===== config.mk =====
export PLATFORM = sky130hd
export DESIGN_NAME = bin_to_bcd_seq
export DESIGN_NICKNAME = d
export VERILOG_FILES = /design/src/rtl/bin_bcd_pkg.sv /design/src/rtl/bcd_digit_adj.sv /design/src/rtl/bin_to_bcd_seq.sv
export SDC_FILE = /design/constraint.sdc
export NUM_CORES = 1
export LEC_CHECK = 0
export ABC_AREA = 1
export CAP_MARGIN = 10
export CORE_UTILIZATION = 60
export DETAILED_ROUTE_END_ITERATION = 16
export DONT_BUFFER_PORTS = 1
export PLACE_DENSITY = 0.76
export SYNTH_ARGS = -nofsm -noshare
export SYNTH_HDL_FRONTEND = slang
export SYNTH_SLANG_ARGS = --single-unit
export TNS_END_PERCENT = 100

===== constraint.sdc =====
create_clock -name clk -period 2.2 [get_ports clk]
set_input_delay 0.44 -clock clk [delete_from_list [all_inputs] [get_ports clk]]
set_output_delay 0.44 -clock clk [all_outputs]
set_load 0.005 [all_outputs]

===== src/rtl/bin_bcd_pkg.sv =====
// Shared types, constants and sizing helpers for the binary-to-BCD converter.
package bin_bcd_pkg;

  typedef enum logic [1:0] {
    IDLE  = 2'd0,
    SHIFT = 2'd1,
    DONE  = 2'd2
  } bcd_state_t;

  // Nibble value used to fill every digit of an out-of-range result.
  localparam logic [3:0] BCD_ERR_NIBBLE = 4'hF;

  // 10^n as a 64-bit value; valid for n <= 19.
  function automatic longint unsigned pow10(input int n);
    longint unsigned p;
    p = 64'd1;
    for (int i = 0; i < n; i++) p = p * 64'd10;
    return p;
  endfunction

  // Minimum number of decimal digits needed to show any value of a
  // width-bit unsigned quantity.
  function automatic int bcd_digits_for(input int width);
    longint unsigned maxv;
    int n;
    maxv = (64'd1 << width) - 64'd1;
    n = 1;
    while (pow10(n) <= maxv) n++;
    return n;
  endfunction

endpackage


===== src/rtl/bcd_digit_adj.sv =====
// One double-dabble digit correction: add 3 when the nibble is 5 or more,
// so that the following left shift carries correctly into the next digit.
module bcd_digit_adj (
  input  logic [3:0] digit,
  output logic [3:0] adj
);

  assign adj = (digit >= 4'd5) ? digit + 4'd3 : digit;

endmodule


===== src/rtl/bin_to_bcd_seq.sv =====
// Iterative binary-to-BCD converter (shift-and-add-3), one bit per cycle,
// with a start/busy/done handshake and a range check against MAX_VAL.
module bin_to_bcd_seq
  import bin_bcd_pkg::*;
#(
  parameter int BIN_W   = 7,
  parameter int DIGITS  = 3,
  parameter int MAX_VAL = 81
) (
  input  logic                  clk,
  input  logic                  rst,
  input  logic                  start,
  input  logic [BIN_W-1:0]      bin_in,
  output logic                  busy,
  output logic                  done,
  output logic [4*DIGITS-1:0]   bcd_out,
  output logic                  err
);

  localparam int BCD_W = 4 * DIGITS;
  localparam int CNT_W = $clog2(BIN_W + 1);
  localparam logic [BIN_W-1:0] MAX_BIN = BIN_W'(MAX_VAL);

  // Parameter sanity checks, resolved at elaboration.
  if (DIGITS < 1) begin : g_chk_digits
    $fatal(1, "bin_to_bcd_seq: DIGITS must be at least 1");
  end
  if (longint'(MAX_VAL) > ((longint'(1) << BIN_W) - longint'(1))) begin : g_chk_max
    $fatal(1, "bin_to_bcd_seq: MAX_VAL does not fit in BIN_W bits");
  end
  if (pow10(DIGITS) <= longint'(MAX_VAL)) begin : g_chk_range
    $fatal(1, "bin_to_bcd_seq: DIGITS too small to show MAX_VAL");
  end

  bcd_state_t          state_reg, state_next;
  logic [BIN_W-1:0]    shift_reg, shift_next;
  logic [BCD_W-1:0]    scratch_reg, scratch_next;
  logic [CNT_W-1:0]    cnt_reg, cnt_next;
  logic                flag_reg, flag_next;
  logic [BCD_W-1:0]    bcd_reg, bcd_next;
  logic                err_reg, err_next;

  logic [BCD_W-1:0]        scratch_adj;
  logic [BCD_W+BIN_W-1:0]  shifted;

  genvar gi;
  for (gi = 0; gi < DIGITS; gi++) begin : g_adj
    bcd_digit_adj u_adj (
      .digit (scratch_reg[4*gi +: 4]),
      .adj   (scratch_adj[4*gi +: 4])
    );
  end

  assign shifted = {scratch_adj, shift_reg} << 1;

  // State and datapath registers; reset aborts any conversion in flight.
  always_ff @(posedge clk) begin
    if (rst) begin
      state_reg   <= IDLE;
      shift_reg   <= '0;
      scratch_reg <= '0;
      cnt_reg     <= '0;
      flag_reg    <= 1'b0;
      bcd_reg     <= '0;
      err_reg     <= 1'b0;
    end else begin
      state_reg   <= state_next;
      shift_reg   <= shift_next;
      scratch_reg <= scratch_next;
      cnt_reg     <= cnt_next;
      flag_reg    <= flag_next;
      bcd_reg     <= bcd_next;
      err_reg     <= err_next;
    end
  end

  // Next-state, datapath update and handshake outputs. The result register
  // is loaded on the edge that enters DONE, so it is valid with the pulse.
  always_comb begin
    state_next   = state_reg;
    shift_next   = shift_reg;
    scratch_next = scratch_reg;
    cnt_next     = cnt_reg;
    flag_next    = flag_reg;
    bcd_next     = bcd_reg;
    err_next     = err_reg;
    busy         = 1'b0;
    done         = 1'b0;

    case (state_reg)
      IDLE: begin
        if (start) begin
          shift_next   = bin_in;
          scratch_next = '0;
          cnt_next     = CNT_W'(BIN_W);
          flag_next    = (bin_in > MAX_BIN);
          state_next   = SHIFT;
        end
      end

      SHIFT: begin
        busy                     = 1'b1;
        {scratch_next, shift_next} = shifted;
        cnt_next                 = cnt_reg - CNT_W'(1);
        if (cnt_reg == CNT_W'(1)) begin
          state_next = DONE;
          bcd_next   = flag_reg ? {DIGITS{BCD_ERR_NIBBLE}} : shifted[BCD_W+BIN_W-1:BIN_W];
          err_next   = flag_reg;
        end
      end

      DONE: begin
        done = 1'b1;
        if (start) begin
          shift_next   = bin_in;
          scratch_next = '0;
          cnt_next     = CNT_W'(BIN_W);
          flag_next    = (bin_in > MAX_BIN);
          state_next   = SHIFT;
        end else begin
          state_next = IDLE;
        end
      end

      default: state_next = IDLE;
    endcase
  end

  assign bcd_out = bcd_reg;
  assign err     = err_reg;

endmodule


==> metrics.txt <==
status=complete, but fails checks; failing checks=design-rule violations; Starting Density=65.33%; Critical Path Stages=2; Total GRT Usage=between 20% and 30%; first-pass detailed-route iteration total=11; DRC viols=1; Clock Power Share=30.7%; RD Place Congestion=0.8471; die width=57.50 microns; clk root buf=clkbuf_4; DP Wirelength=2.459 mm; clk sinks=38; worst-skew pair later-pin latency=0.35 ns; CTS tree=done; CP bufs+invs=1; worst setup path endpoint=busy; unrepaired setup endpoints after global routing=no; Inst Count DP=273; vias in the first global route=1452; total setup buffers inserted after CTS=0; commonest non-fill, non-tap cell in the layout=nand2_1; final setup skew=0.01539 ns; cts repair resizes=0; Post-CTS Hold Fix Bufs=0; Detailed Route WL=3.555 mm; Max-slew headroom=76.27%; CP delay by family, top=flip-flops; sequential share of power=59.0%; CTS Buffer Depth=2; wire per inst=12.65 microns; DRT iter0 DRCs=52; Non-Filler Instances=about 280; Fmax=0.6408 GHz; Post-Synthesis Cells=roughly 250; multi-input logic area=about 920 sq um; Avg Cell Area, Syn=around 7.4 sq um; Max VDD drop=roughly 0.00046 V; CP max stage cell=dfxtp_1; DRT antenna net count=0; total gr overflow=0; met3 Use GR=6.122%; Cell Rows=19; setup TNS=0 ns; first-pass GRT wire length=about 6 mm; Final Instance Area=0.001887 sq mm; met2 Use GR=41.86%; R2R setup slack=0.76 ns; IO Pins=25; Area Overhead vs Synth=2.099%; final setup fails=0; crit path from=state_reg[0]; P_int=about 0.00092 W; Reg area=760.7 sq um; final hold violations=0; crit path launch type=flop; core area=0.002829 sq mm; Worst EP arrival=~1.1 ns; Fillers=260; Antenna Cells=0; total of max-cap violations=0; Setup CP Type=flop to output pin; share of total power in combinational logic=10.3%; Reg2Reg Launch Point=cnt_reg[0]; number of max-slew violations in the final report=0; post-synthesis sequential area ratio=41.16%; FF-to-FF End=bcd_out[8]; H-Tree Depth=2; CP max stage delay=0.38 ns; largest net degree at the start of global routing=28; FF-to-FF path depth=8; number of antenna violations at the first check in global routing=0; grt met1 use=28.71%; via/cell ratio=5.505; Port Buf Inserts=0; synthesized area=0.001848 sq mm; Psw=0.0003456 W; NumNets Final=around 270; Post-DP Area=around 0.0018 sq mm; Pleak=between 0.7 and 0.8 nW; Post-Synthesis Net Count=269; switching share of power=27.39%; final period utilization=70.94%; synth unique cells=24; #FFs+latches synth=38; most frequent cells in the layout=76 x nand2_1, 38 x dfxtp_1, 25 x inv_1, 19 x a21oi_1, 14 x nand3_1; total of warnings raised by yosys=0; fin crit period=1.561 ns; PD cells=668.8 mW/mm^2; Reg clk slew, reported paths=0.12 ns; CTS buffer count=5; Die H=57.50 microns; via count=1547; crit-path cells=inv_2 > nor2_8; class of the most critical hold timing path=primary input to flop; share of cells above drive strength 1=a little under 9%; largest driver fanout on the critical path=23; Worst EP required=1.76 ns; CP Capture Type=output pin; Die Area=around 0.0033 sq mm; Worst-Margin Slew=around 0.36 ns; gr busiest metal=met2
[power groups by stage]
stage | logic (W) | registers, W | clock network (W)
6_report | 0.000130 | 0.000745 | 0.000387
5_1_grt | 0.000151 | 0.000751 | 0.000427
4_1_cts | 0.000132 | 0.000745 | 0.000391
3_5_place_dp | 0.000131 | 0.000760 | 0
3_3_place_gp | 0.000130 | 0.000760 | 0
2_1_floorplan | 0.000130 | 0.000755 | 0
[final cells by class]
cell class / count / area share, %
well taps: 31 / 2.056
clock buffers: 7 / 2.918
flip-flops and latches: 38 / 40.32
inverters: 29 / 5.902
clock inverters: 1 / 0.2653
multi-input cells: 175 / 48.54
[cell usage after synthesis]
master	instances	area (sq um)
a211oi_1	1	7.510
a21oi_1	19	95.09
a21oi_2	7	61.31
a31oi_1	5	31.28
buf_1	1	3.750
buf_2	3	15.01
buf_6	3	33.78
clkbuf_1	2	7.510
dfxtp_1	38	760.7
ha_1	8	100.1
inv_1	25	93.84
inv_2	3	11.26
inv_4	1	6.260
mux2i_1	2	20.02
nand2_1	76	285.3
nand2_2	1	6.260
nand2_4	1	11.26
nand3_1	14	70.07
nand4_1	6	37.54
nor2_1	12	45.04
nor2_8	2	40.04
nor3_1	3	15.01
o21ai_0	5	25.02
o21ai_1	13	65.06
[layer usage]
| metal | vias to the layer above | part of all wire (%) |
|---|---|---|
| met1 | 695 | 46 |
| li1 | 810 | - |
| met2 | 35 | 47 |
| met3 | 7 | 5.5 |
| met4 | 0 | 1.7 |
| met5 | - | 0 |
[kinds of logic (layout without fill, tap and decap cells)]
logic type      count (synthesis)  in the layout  synth area share, %
mux                             2              2                1.083
compound gates                 50             50                15.44
buf+inv                        38             37                9.275
flops                          38             38                41.16
simple gates                  115            115                27.62
fa+ha+maj                       8              8                5.417
[stage by stage]
stage                     worst slack, ns  hold slack, ns   power, W  utilization, %
after floorplan                    0.9589          0.4390  0.0008849               -
after global placement             0.8392          0.4458  0.0008900           64.57
after detailed placement           0.7751          0.4537  0.0008916           64.57
after CTS                          0.6419          0.1273   0.001268           66.70
after global routing               0.5446          0.1062   0.001329           66.70
final                              0.6394          0.1311   0.001262           66.70
[worst min-delay path by stage]
stage | start | endpoint | slack [ns] | cells after the start
3_5_place_dp | shift_reg[0] | shift_reg[0] | 0.45 | 2
2_1_floorplan | shift_reg[0] | shift_reg[0] | 0.44 | 2
5_1_grt | rst | scratch_reg[6] | 0.11 | 1
6_report | rst | scratch_reg[6] | 0.13 | 1
4_1_cts | rst | scratch_reg[6] | 0.13 | 1
3_3_place_gp | shift_reg[0] | shift_reg[0] | 0.45 | 2
Note: power is estimated with default switching activity, not from simulation.
